==> config.mk <==
export PLATFORM = sky130hd
export DESIGN_NAME = nios_system_cpu_0_oci_dct_sequencer
export DESIGN_NICKNAME = d
export VERILOG_FILES = /design/src/rtl/nios_system_cpu_0_oci_pkg.sv /design/src/rtl/nios_system_cpu_0_oci_dct_slot.sv /design/src/rtl/nios_system_cpu_0_oci_dct_sequencer.sv
export SDC_FILE = /design/constraint.sdc
export NUM_CORES = 1
export LEC_CHECK = 0
export CORE_MARGIN = 2
export CORE_UTILIZATION = 29
export CTS_BUF_LIST = sky130_fd_sc_hd__clkbuf_4 sky130_fd_sc_hd__clkbuf_8 sky130_fd_sc_hd__clkbuf_16
export CTS_CLUSTER_DIAMETER = 50
export DETAILED_ROUTE_END_ITERATION = 8
export PLACE_DENSITY = 0.54
export SKIP_LAST_GASP = 1
export SYNTH_ARGS = -nofsm -noshare
export SYNTH_HDL_FRONTEND = slang
export SYNTH_SLANG_ARGS = --single-unit
==> constraint.sdc <==
create_clock -name clk -period 2.5 [get_ports clk]
set_clock_uncertainty 0.15 [all_clocks]
set_input_delay 0.5 -clock clk [delete_from_list [all_inputs] [get_ports clk]]
set_output_delay 0.5 -clock clk [all_outputs]
set_load 0.005 [all_outputs]
==> src/rtl/nios_system_cpu_0_oci_pkg.sv <==
// Shared OCI definitions: DCT frame layout, frame type codes, sequencer states.
// Latency: none (types and constants only).
// Backpressure: not applicable.
package nios_system_cpu_0_oci_pkg;

    localparam int DCT_TYPE_W  = 2;
    localparam int DCT_CNT_W   = 4;
    localparam int DCT_BUF_W   = 30;
    localparam int DCT_FRAME_W = DCT_TYPE_W + DCT_CNT_W + DCT_BUF_W;
    localparam int DCT_CODES   = DCT_BUF_W / 2;

    localparam logic [DCT_TYPE_W-1:0] DCT_T_FULL  = 2'b01;
    localparam logic [DCT_TYPE_W-1:0] DCT_T_FLUSH = 2'b10;
    localparam logic [DCT_TYPE_W-1:0] DCT_T_OVF   = 2'b11;

    typedef struct packed {
        logic [DCT_TYPE_W-1:0] ftype;
        logic [DCT_CNT_W-1:0]  count;
        logic [DCT_BUF_W-1:0]  buffer;
    } dct_frame_t;

    typedef enum logic {
        FL_IDLE    = 1'b0,
        FL_PENDING = 1'b1
    } dct_flush_state_t;

    function automatic dct_frame_t dct_make_frame(
        input logic [DCT_TYPE_W-1:0] ftype,
        input logic [DCT_CNT_W-1:0]  count,
        input logic [DCT_BUF_W-1:0]  buffer
    );
        dct_frame_t f;
        f.ftype  = ftype;
        f.count  = count;
        f.buffer = buffer;
        return f;
    endfunction

endpackage

==> src/rtl/nios_system_cpu_0_oci_dct_slot.sv <==
// Single-entry output register for DCT frames with valid/ready handshake.
// Latency: a loaded frame is visible the cycle after load.
// Backpressure: holds frame stable while frame_ready is low; slot_free lets a new frame replace an accepted one.
module nios_system_cpu_0_oci_dct_slot
    import nios_system_cpu_0_oci_pkg::*;
#(
    parameter int FRAME_W = DCT_FRAME_W
) (
    input  logic               clk,
    input  logic               reset_n,
    input  logic               load,
    input  logic [FRAME_W-1:0] load_data,
    input  logic               frame_ready,
    output logic               frame_valid,
    output logic [FRAME_W-1:0] frame_data,
    output logic               slot_free
);

    // Free when empty, or when the held frame is being accepted this cycle.
    assign slot_free = !frame_valid || frame_ready;

    // Slot register: load wins over drain so frames can go back-to-back.
    always_ff @(posedge clk or negedge reset_n) begin
        if (!reset_n) begin
            frame_valid <= 1'b0;
            frame_data  <= '0;
        end else if (load) begin
            frame_valid <= 1'b1;
            frame_data  <= load_data;
        end else if (frame_ready) begin
            frame_valid <= 1'b0;
        end
    end

endmodule

==> src/rtl/nios_system_cpu_0_oci_dct_sequencer.sv <==
// Packs 2-bit DCT branch codes into 30-bit buffers and emits 36-bit trace frames (full or flushed).
// Latency: frame visible one cycle after the transfer condition; 15th code in cycle N gives frame_valid in N+2.
// Backpressure: frame_ready stalls the slot; a full buffer behind a busy slot drops codes and sets overflow.
// Optional: DCT_OVERFLOW_COUNT_EN adds the saturating overflow_count port and the 2'b11 frame type.
module nios_system_cpu_0_oci_dct_sequencer
    import nios_system_cpu_0_oci_pkg::*;
#(
    parameter int FRAME_W = DCT_FRAME_W,
    parameter int CODES   = DCT_CODES
) (
    input  logic                 clk,
    input  logic                 reset_n,
    input  logic                 trace_enable,
    input  logic                 dct_code_valid,
    input  logic [1:0]           dct_code,
    input  logic                 flush,
    output logic                 frame_valid,
    output logic [FRAME_W-1:0]   frame_data,
    input  logic                 frame_ready,
    output logic [DCT_BUF_W-1:0] dct_buffer,
    output logic [DCT_CNT_W-1:0] dct_count,
    output logic                 overflow
`ifdef DCT_OVERFLOW_COUNT_EN
    ,
    output logic [7:0]           overflow_count
`endif
);

    logic             trace_en_q;
    logic             en_rise;
    logic             en_fall;
    logic             flush_req;
    logic             code_in;
    logic             full;
    logic             slot_free;
    logic             xfer_full;
    logic             xfer_flush;
    logic             xfer;
    logic             accept;
    logic             drop;
    logic [DCT_BUF_W-1:0] buf_nxt;
    logic [DCT_CNT_W-1:0] cnt_nxt;
    logic [DCT_TYPE_W-1:0] frame_type;
    dct_frame_t       frame_nxt;
    dct_flush_state_t fl_state;
    dct_flush_state_t fl_nxt;
`ifdef DCT_OVERFLOW_COUNT_EN
    logic             ovf_mark;
`endif

    assign en_rise   = trace_enable && !trace_en_q;
    assign en_fall   = !trace_enable && trace_en_q;
    assign flush_req = flush || en_fall;
    assign code_in   = trace_enable && dct_code_valid;
    assign full      = (dct_count == DCT_CNT_W'(CODES));

    // A full buffer always takes priority; a pending flush only moves a non-empty partial buffer.
    assign xfer_full  = full && slot_free;
    assign xfer_flush = !full && (fl_state == FL_PENDING) && slot_free && (dct_count != '0);
    assign xfer       = xfer_full || xfer_flush;
    assign accept     = code_in && (!full || xfer_full);
    assign drop       = code_in && full && !slot_free;

    // Frame type selection; the first frame after a drop is tagged when counting is enabled.
    always_comb begin
        frame_type = xfer_full ? DCT_T_FULL : DCT_T_FLUSH;
`ifdef DCT_OVERFLOW_COUNT_EN
        if (ovf_mark) begin
            frame_type = DCT_T_OVF;
        end
`endif
        frame_nxt = dct_make_frame(frame_type, dct_count, dct_buffer);
    end

    // Next buffer/count: a transfer restarts the buffer, seeded by any code arriving that cycle.
    always_comb begin
        buf_nxt = dct_buffer;
        cnt_nxt = dct_count;
        if (xfer) begin
            buf_nxt = accept ? {{(DCT_BUF_W-2){1'b0}}, dct_code} : '0;
            cnt_nxt = accept ? DCT_CNT_W'(1) : '0;
        end else if (accept) begin
            buf_nxt = {dct_buffer[DCT_BUF_W-3:0], dct_code};
            cnt_nxt = dct_count + DCT_CNT_W'(1);
        end
    end

    // Flush state: any transfer satisfies a pending flush; flushing an empty buffer is ignored.
    always_comb begin
        fl_nxt = fl_state;
        case (fl_state)
            FL_IDLE: begin
                if (flush_req && (dct_count != '0) && !xfer) begin
                    fl_nxt = FL_PENDING;
                end
            end
            FL_PENDING: begin
                if (xfer || (dct_count == '0)) begin
                    fl_nxt = FL_IDLE;
                end
            end
            default: fl_nxt = FL_IDLE;
        endcase
    end

    // Packing buffer, fill count, flush state and enable history.
    always_ff @(posedge clk or negedge reset_n) begin
        if (!reset_n) begin
            dct_buffer <= '0;
            dct_count  <= '0;
            fl_state   <= FL_IDLE;
            trace_en_q <= 1'b0;
        end else begin
            dct_buffer <= buf_nxt;
            dct_count  <= cnt_nxt;
            fl_state   <= fl_nxt;
            trace_en_q <= trace_enable;
        end
    end

    // Sticky overflow, cleared when tracing is re-enabled.
    always_ff @(posedge clk or negedge reset_n) begin
        if (!reset_n) begin
            overflow <= 1'b0;
        end else if (en_rise) begin
            overflow <= drop;
        end else if (drop) begin
            overflow <= 1'b1;
        end
    end

`ifdef DCT_OVERFLOW_COUNT_EN
    // Saturating drop counter and the tag for the next loaded frame.
    always_ff @(posedge clk or negedge reset_n) begin
        if (!reset_n) begin
            overflow_count <= '0;
            ovf_mark       <= 1'b0;
        end else begin
            if (en_rise) begin
                overflow_count <= drop ? 8'd1 : 8'd0;
            end else if (drop && (overflow_count != 8'hFF)) begin
                overflow_count <= overflow_count + 8'd1;
            end
            if (drop) begin
                ovf_mark <= 1'b1;
            end else if (xfer) begin
                ovf_mark <= 1'b0;
            end
        end
    end
`endif

    nios_system_cpu_0_oci_dct_slot #(
        .FRAME_W (FRAME_W)
    ) u_slot (
        .clk         (clk),
        .reset_n     (reset_n),
        .load        (xfer),
        .load_data   (FRAME_W'(frame_nxt)),
        .frame_ready (frame_ready),
        .frame_valid (frame_valid),
        .frame_data  (frame_data),
        .slot_free   (slot_free)
    );

endmodule

# Word level (Yosys, flattened, before mapping)
# Index checks and enable logic that the tools add are counted.
[word_totals] output_inout_bits=72 reg_bits=74 memories=0 romBits=0 mem_bits_rw=0 latchBits=0
[classes] n_bitwise=1 n_div=0 n_reduce_logical=28 n_addsub=1 n_mul=0 mux=14 n_eq_ne=1 order_cmp=0 shift=0
[op_table] op="2-to-1 mux 30 bit" n=2
[op_table] op="logical AND 1 bit" n=12
[op_table] op="2-to-1 mux 4 bit" n=2
[op_table] op="2-to-1 mux 1 bit" n=7
[op_table] op="logical NOT 1 bit" n=6
[op_table] op="nonzero test 2 bit" n=3
[op_table] op="logical OR 1 bit" n=5
[op_table] op="adder 4 x 1 -> 4 bit (second input constant)" n=1
[op_table] op="== test 4 bit (second input constant)" n=1
[op_table] op="logical NOT 4 bit" n=1
[op_table] op="2-to-1 mux 2 bit" n=2
[op_table] op="nonzero test 4 bit" n=1
[op_table] op="one-hot mux 1 bit (2 select lines)" n=1
[op_table] op="NOT 1 bit" n=1

# Logic depth before layout (Yosys ltp)
# Gate-level depths: netlist (run 1).
[logic_depth] depth_word=10 mapped_depth=8

# Hierarchy
# Synthesis (run 1) repeated with hierarchy kept, for this count alone.
[hier_totals] cells_unflattened=264 hier_area_um2=3313.2
[by_module_without_submodules] mod="nios_system_cpu_0_oci_dct_sequencer" seq_area_each_um2=925.9 area_per_inst_um2=1789.2 n_inst=1 cells_per_inst=185
[by_module_without_submodules] mod="nios_system_cpu_0_oci_dct_slot" seq_area_each_um2=925.9 area_per_inst_um2=1524.0 n_inst=1 cells_per_inst=79

# Worst setup path after synthesis (run 1)
# Ideal clock, no wire load.
[synth_path] path_type="register to register" start="register dct_count[0]" end="register u_slot.frame_data[0]" setup_slack_ns=0.507 path_stages_with_launch=8 t_required_ns=2.225 synth_period_minus_slack_ns=1.993 n_path_buf=1 arrival_time_ns=1.717 cell_sequence="dfrtp_1 -> inv_1 -> ha_1 -> or3b_4 -> nand3_2 -> nand2_4 -> buf_6 -> mux2_4"
[synth_via] elab_chain_cells=6
[synth_rtl] element="start, declared" line="nios_system_cpu_0_oci_dct_sequencer.sv:21" source="output logic [DCT_CNT_W-1:0] dct_count,"
[synth_rtl] element="start signal, assigned" line="nios_system_cpu_0_oci_dct_sequencer.sv:115" source="dct_count <= cnt_nxt;"
[synth_rtl] element="== test 4 bit" line="nios_system_cpu_0_oci_dct_sequencer.sv:55" source="assign full = (dct_count == DCT_CNT_W'(CODES));"
[synth_rtl] element="logical NOT 1 bit" line="nios_system_cpu_0_oci_dct_sequencer.sv:59" source="assign xfer_flush = !full && (fl_state == FL_PENDING) && slot_free && (dct_count != '0);"
[synth_rtl] element="logical AND 1 bit (3 in series)" line="nios_system_cpu_0_oci_dct_sequencer.sv:59"
[synth_rtl] element="logical OR 1 bit (*)" line="nios_system_cpu_0_oci_dct_sequencer.sv:60" source="assign xfer = xfer_full || xfer_flush;"
[synth_rtl] element="end signal, assigned" line="nios_system_cpu_0_oci_dct_slot.sv:29" source="frame_data <= load_data;"
[synth_rtl] element="end, declared" line="nios_system_cpu_0_oci_dct_slot.sv:15" source="output logic [FRAME_W-1:0] frame_data,"
# Mark *: on every way between the ends. The rest lies on a longest branch, timed or not.
# A chain may end at the register's enable or synchronous reset.

# Worst setup path after layout (run 1)
[layout_path] start="register dct_count[1]" end="register u_slot.frame_data[27]"
# The elaborated chain is that of the path after synthesis.

==> impl_summary.md, run 1 <==
Place
The placer congestion estimate is 0.762. The HPWL after detailed placement is approximately 4500 um. The worst setup slack after placement is 0.226 ns. Including well taps, the total number of placed cells is 403. Buffers placed on the I/O ports in this run total 79.

Setup path
The startpoint of the worst register-to-register path is dct_count[1]. Data on the critical path arrives at its endpoint at 2.20 ns. The kind of start point of the critical path is a flip-flop. In this run the worst path has a maximum fanout of 22.

The number of cells on the worst reg-to-reg path is 6. Setup slack on the worst reg-to-reg path comes out at 0.38 ns. The worst reg2reg path endpoint is u_slot.frame_data[27]. Data on the critical path is required at its endpoint by 2.58 ns.

The category of the most critical setup path is reg -> reg. The worst setup path is captured at a flip-flop.

Synthesis
The sequential cell area fraction in the yosys report is 62.0%. The top cell type by total area after synthesis is sky130_fd_sc_hd__dfrtp_1. The netlist uses 31 different library cells. The simple-gate area share of the yosys netlist is roughly 4.7%.

When the netlist entered floorplanning its net count stood at ~200. After synthesis, the largest family of logic cells by area is multiplexers. The register bit total from synthesis is 74.

Of the post-synthesis cell area, the part taken by muxes is 15.8%. The proportion of synthesized flip-flops having asynchronous set or reset is 100%. The count of synthesis-stage warnings from yosys is 0. The average instance in the mapped netlist occupies ~16 um2.

sky130_fd_sc_hd__dfrtp_1 is the most common cell in the netlist. By area the synthesized netlist is led by sky130_fd_sc_hd__dfrtp_1 (62%), sky130_fd_sc_hd__mux2_4 (14%), sky130_fd_sc_hd__a32o_1 (10%). The cell count after synthesis came out at 191. The mapped netlist covers 2990 um2. The complex-gate fraction of the synthesized area is a little over an eighth. In this run, synthesis inferred 0 flip-flops with an integrated enable. The most frequently used flop master after synthesis is sky130_fd_sc_hd__dfrtp_1. The proportion of netlist area held by the largest area contributor is 62.0%. Of the total synthesized cell area, the portion taken by full adders, half adders and majority gates is less than 1%. By count the netlist is led by sky130_fd_sc_hd__dfrtp_1 (74), sky130_fd_sc_hd__a32o_1 (31), sky130_fd_sc_hd__mux2_4 (27), sky130_fd_sc_hd__mux2_2 (6). Summing the areas of all xor and xnor instances in the mapped netlist gives 0% of the synthesized area.

Clock tree
The setup fix buffers added after clock tree synthesis is 0. The cell at the root of the clock tree is sky130_fd_sc_hd__clkbuf_8. After clock tree synthesis, the clock-pin slew on the worst setup and hold paths is ~0.080 ns.

In this run, post-CTS repair resized a total of 0 instances. Clock latency on the worst-skew pair, taken at its later pin, is 0.34 ns. TritonCTS built the clock tree.

For this design, the sink count on the clock tree is 74. The clock passes through at most 2 buffers. Clock tree synthesis inserted a total of 9 buffers.

The hold-fix buffer count after cts is 1. The number of levels in the clock H-tree is 3.

Global routing
In the global route stage, overall resource usage came out at 13.1%. For this run the aggregate overflow at the end of global routing stands at 0. The met3 capacity usage during global routing is 4.76%. The first global-routing pass estimated 11200 um of wire. The maximum number of pins on one net before global-route repair is 46. The fraction of met2 tracks used by global routing is a little under a fifth. The number of global-route vias before repair came to 2062. The number of antenna violations at the first check in global routing is 0.

The layer flagged by global routing as most heavily used is met2. For met1 alone, demand over resource in global routing was 18.3%.

Final layout
The area added between synthesis and finish is 40.1%. The share of post-route cells with drive strength above 1 is 23.0%. The post-layout net count is around 290. After filler insertion, the fill cell instance count of the layout stands at 988. Excluding fillers, the count of instances in the completed layout stands at 419.

Measured on the finished design, the core utilization comes to 41.1%. The repair_antennas step left the layout with diodes totalling 0.

Timing
The max-slew violation count came to 0. The worst-case setup margin in the final layout is around 0.38 ns. Setup repair after global routing left no endpoint under its margin. For the finished layout, the period the worst path requires is 2.12 ns. The transition time at the pin with the least slew margin is 0.407 ns. The number of hold violations in the final report is 0.

Summed over all failing endpoints, the final setup total negative slack is 0 ns. The worst pin sits at a relative slew slack of 72.9%. Setup violations remaining at the end of the flow were counted as 0. Dividing the final minimum period by the clock period gives a little over four fifths. The maximum clock frequency is 472 MHz.

Power
The analysis attributes to cell leakage a power of 0.00185 uW. Internal power comes to 2570 uW. Combinational logic is responsible for 34.1% of the overall power. The power per cell area is roughly 900 nW/um2. The clock network accounts for 25.4% of the total power. The sum of internal, switching and leakage power is about 3700 uW.

Per report_power, the sequential group accounts for 40.6% of the total. The worst-case IR drop observed on VDD is between 300 and 400 uV. The switching power summed over all nets is 1100 uW. In this run switching power makes up 30.0% of total power.

Min path
The type of the most critical hold path is reg -> reg. The hold-critical path depth is 2. The path with the worst hold slack has its endpoint at u_slot.frame_data[34]. The startpoint of the worst hold path is u_slot.frame_data[34].

Floorplan
The number of top-level pins is 80. The die covers 11100 um2. Measured along the y axis, the die boundary spans 106 um.

The cell row count is 37. The core region is ~10000 um2. The starting utilization of the core area is 29.3%. The x dimension of the die is 106 um.

Route
The average wire length per cell after detail routing is 16.5 um. For this run, the detailed router's first-pass iteration total came to 5. The routed wire length is 6910 um. The detail route stage leaves a number of antenna-violating nets equal to 0. The number of violations reported at the end of detailed-routing iteration 0 is 100. Using the TritonRoute via totals, the vias-per-cell ratio works out to 4.80. The via count is roughly 2.0k.

The remaining design rule violation count is 0.

Run status
The run finished with clean final reports.

Job
The number of max-cap violations is 0.
per-stage QoR:
step / instance area, um2 / hold slack (ns)
global placement: 3990 / 0.316
CTS: 4190 / 0.356
global route: 4190 / 0.377
finish: 4190 / 0.349
floorplan: 2990 / 0.0544
detailed placement: 3990 / 0.312
layer usage:
layer / vias to the layer above / part of all wire, %
met5: - / 0
met2: 59 / 45
met1: 1040 / 47
met4: 0 / 0.68
li1: 907 / -
met3: 4 / 6.7
registers in the layout, indices dropped and copies added, names as in the netlist:
register            cells
fl_state                1
overflow                1
dct_buffer             30
u_slot.frame_data      36
u_slot.frame_valid      1
trace_en_q              1
dct_count               4
critical path, cell delays in order (launching register included):
cell,delay [ns]
sky130_fd_sc_hd__dfrtp_1,0.36
sky130_fd_sc_hd__ha_1,0.24
sky130_fd_sc_hd__and3_1,0.36
sky130_fd_sc_hd__nand2_1,0.20
sky130_fd_sc_hd__nand2_4,0.13
sky130_fd_sc_hd__buf_12,0.21
sky130_fd_sc_hd__mux2_2,0.35
how the worst max path moves through the flow:
stage,start,to,slack [ns],depth (start not counted)
global route,dct_count[1],dct_count[0],0.23,8
floorplan,dct_count[0],u_slot.frame_data[0],0.51,7
finish,dct_count[1],u_slot.frame_data[27],0.38,6
global placement,frame_ready,u_slot.frame_data[27],0.24,6
CTS,dct_count[1],u_slot.frame_data[27],0.38,6
detailed placement,frame_ready,u_slot.frame_data[27],0.23,6
power groups by stage:
stage	logic, uW	clock network (uW)	registers (uW)
finish	1250	932	1490
global route	1350	1020	1520
CTS	1270	964	1500
detailed placement	1260	0	1520
global placement	1240	0	1510
floorplan	690	0	1510
cells in the final DEF, fill, tap and decap left out, types with 2 or more instances in the layout:
cell type	n
sky130_fd_sc_hd__clkdlybuf4s50_1	78
sky130_fd_sc_hd__clkbuf_8	10
sky130_fd_sc_hd__a311oi_1	2
sky130_fd_sc_hd__o21ai_0	2
sky130_fd_sc_hd__buf_4	7
sky130_fd_sc_hd__a21oi_1	4
sky130_fd_sc_hd__inv_1	4
sky130_fd_sc_hd__clkbuf_4	2
sky130_fd_sc_hd__ha_1	2
sky130_fd_sc_hd__mux2_4	27
sky130_fd_sc_hd__dfrtp_1	74
sky130_fd_sc_hd__nand2_1	5
sky130_fd_sc_hd__clkinv_2	2
sky130_fd_sc_hd__a32o_1	31
sky130_fd_sc_hd__nor2_1	3
sky130_fd_sc_hd__a211oi_1	2
sky130_fd_sc_hd__buf_12	4
sky130_fd_sc_hd__mux2_2	6
logic make-up after synthesis:
group,after synthesis
AOI/OAI and AO/OA,44
adders and majority gates,2
buffers and inverters,17
DFF,74
muxes,33
and+or+nand+nor,21
layout make-up:
class                           count  area, um2  area share [%]
Multi-Input combinational cell    100       1040            24.7
Timing Repair Buffer               90        923            22.0
Inverter                            4       15.0           0.358
Clock inverter                      3       40.0           0.956
Sequential cell                    74       1850            44.2
Clock buffer                       12        153            3.64
Tap cell                          136        170            4.06
(Power assumes the default switching activity.)
==> run 2: changes to the inputs <==
clock period = 2 ns   (was 2.5 ns; I/O delays follow)
==> run 2 against run 1 <==
Net effect:
- final cell count grew 4.1%
- sequential power grew 26%
- non-clock buffer count grew 17
- sequential cell count is the same
- power grew 25%
- register-to-register slack lost 0.36 ns
- wire length grew 2.9%
- largest cell class unchanged
- highest routed layer unchanged
==> impl_summary.md, run 2 (synthesized netlist as in run 1, its figures left out) <==
Run status
The flow ran to the end, and the final reports show no timing, DRC or antenna violations.

Route
The remaining design rule violation count is 0 (unchanged). The via count normalized by instance count was 4.74 (-1.2%). The routed wire length is 7110 um (+2.9%). The detailed-routing iteration count for the pre-antenna-repair pass is 4 (-1).

The antenna violation net count after detailed routing is 0 (unchanged). The via count was 2067 (+2.8%). The number of violations reported at the end of detailed-routing iteration 0 was 56 (-44%).

The average wire length per cell after detail routing is 16.3 um (-1.1%).

Floorplan
The cell row count is 37 (unchanged). The starting utilization of the core area is 29.3% (unchanged). The number of top-level pins is 80 (unchanged).

The x dimension of the die came to 106 um (unchanged). The full die area was 11100 um2 (unchanged). The height of the chip was 106 um (unchanged).

The floorplan core area is 10200 um2 (unchanged).

Final layout
The number of flip-flops under the largest register name is 36 (unchanged). The count of inserted antenna diode cells is 0 (unchanged). The area of combinational cells with multiple inputs was 1040 um2 (+0.12%). The layout filler cell count is 962 (-2.6%). In the layout the commonest cells are sky130_fd_sc_hd__clkdlybuf4s50_1 (78), sky130_fd_sc_hd__dfrtp_1 (74), sky130_fd_sc_hd__a32o_1 (31). The share of post-route cells with drive strength above 1 is 27.7% (+4.7 points). The post-route core utilization is 42.9% (+1.8 points). The largest registers in the layout are u_slot.frame_data (36), dct_buffer (30), dct_count (4).

The area added between synthesis and finish is 46.3%. The final instance count without filler cells came to 436 (+4.1%). The footprint of the flip-flops and latches is 1850 um2 (unchanged). The top register by number of flip-flops is u_slot.frame_data. The most common cell after layout, fill and taps aside is sky130_fd_sc_hd__clkdlybuf4s50_1.

The post-layout net count is 306 (+5.9%).

Place
The placer congestion estimate is 0.757 (-0.68%). The worst setup slack after placement came to -0.135 ns (-0.361 ns). The HPWL after detailed placement is 4650 um (+2.6%). The count of buffers from port buffering is 79 (unchanged). The number of placed cells counting well taps is 415 (+3.0%).

Power
The static leakage came to 0.00195 uW (+5.4%). The sum of internal, switching and leakage power is 4600 uW (+25%). The power per cell area is 1050 nW/um2 (+20%). The highest ir drop seen on vdd was 381 uV (+11%).

Clock tree
The number of clock buffers inserted by TritonCTS is 9 (unchanged). The clock latency at the later pin of the worst-skew pair is 0.35 ns (about the same). The number of levels in the clock H-tree is 3 (unchanged). The total clock sinks is 74 (unchanged). The TritonCTS clock tree is built.

The clock tree buffer depth came to 2 (unchanged). The clock transition at the register clock pins on the worst setup and hold paths after CTS came to 0.07 ns (about the same). The cell at the root of the clock tree is sky130_fd_sc_hd__clkbuf_8.

Timing
The number of hold violations in the final report is 0 (unchanged). The transition time at the pin with the least slew margin is 0.316 ns (-0.0903 ns). Setup repair after global routing could not meet its margin everywhere. The final period demand of the worst path was 1.98 ns (-0.138 ns). The max-slew violation count is 0 (unchanged). The number of failing setup endpoints in the final timing report came to 0 (unchanged). The worst-case setup margin in the final layout was 0.0174 ns (-0.362 ns).

The remaining max-slew budget at the tightest pin was 78.9% (+6.0 points). The final worst-path cycle share is 99.1% (+14 points). The maximum clock frequency is 504 MHz (+6.9%). The worst hold slack across all endpoints is 0.329 ns (-0.0203 ns).

Setup path
The worst setup path is launched from a flip-flop. The maximum fanout along the worst path came to 7 (-68%). The data required time at the worst endpoint is 2.13 ns (-0.45 ns). The critical path is of the reg -> reg type. The worst setup path is captured at a flip-flop. The data arrival time at the worst-slack endpoint came to 2.11 ns (-0.09 ns).

Global routing
The routing usage on met1 came to 18.3% (+0.036 points). The maximum number of pins on one net before global-route repair is 35 (-24%). The fraction of met2 tracks used by global routing is 18.0% (-0.69 points).

The number of antenna violations at the first check in global routing was 0 (unchanged). The number of global-route vias before repair came to 2065 (+0.15%). The routing layer with the top usage in global route is met1.

The met3 capacity usage during global routing was 4.08% (-0.68 points). The global-route usage over all layers came to 13.0% (-0.050 points). The first-pass GRT wire length came to 11200 um (-0.12%).

The remaining global-route overflow is 0 (unchanged).

Min path
The tightest min-delay check is of the in -> async type.

Job
The number of max-cap violations is 0 (unchanged).
run 2: worst paths after layout:
kind,end,from,slack [ns],depth (start not counted)
min reg2reg,u_slot.frame_data[34],u_slot.frame_data[34],0.35,2
max in group asynchronous,dct_buffer[20],reset_n,0.82,3
max reg2reg,dct_count[1],dct_count[1],0.02,8
min in group clk,u_slot.frame_data[34],u_slot.frame_data[34],0.35,2
max,dct_count[1],dct_count[1],0.02,8
min,u_slot.frame_data[3],reset_n,0.33,2
run 2: cell type report:
class                   instances  share of cell area [%]
repair buffers                107                    26.0
multi-input cells             100                    23.7
well taps                     136                    3.89
flip-flops and latches         74                    42.3
clock inverters                 3                   0.401
inverters                       4                   0.343
clock buffers                  12                    3.35
run 2: layer usage:
metal / up-vias / routed length (um)
met1: 1056 / 3460
met2: 67 / 3120
met4: 0 / 105
met3: 10 / 423
met5: - / 0
li1: 934 / -
run 2: metrics by stage:
stage	setup TNS (ns)	instance area [um2]
finish	0	4370
global route	-2.12	4370
CTS	0	4290
detailed placement	-4.16	4110
global placement	-2.99	4110
floorplan	0	2990
run 2: timing repair:
action / CTS / global route
endpoints found under the hold margin: 22 / 0
endpoints found under the setup margin: 0 / 64
setup buffers: 0 / 2
hold buffers: 1 / 0
resized for setup: 0 / 3
run 2: critical path, cell delays in order, from the launching register on:
cell and delay, ns:
sky130_fd_sc_hd__dfrtp_1 0.42, sky130_fd_sc_hd__inv_1 0.07, sky130_fd_sc_hd__ha_1 0.13, sky130_fd_sc_hd__or3b_4 0.39, sky130_fd_sc_hd__and3_4 0.20, sky130_fd_sc_hd__nor3_4 0.12, sky130_fd_sc_hd__buf_6 0.16, sky130_fd_sc_hd__clkbuf_16 0.15
sky130_fd_sc_hd__a32o_1 0.12
run 2: where the power goes:
group | total (uW) | internal, uW | switching [uW]
combinational | 1730 | 1030 | 700
clock | 1010 | 481 | 526
sequential | 1870 | 1700 | 169
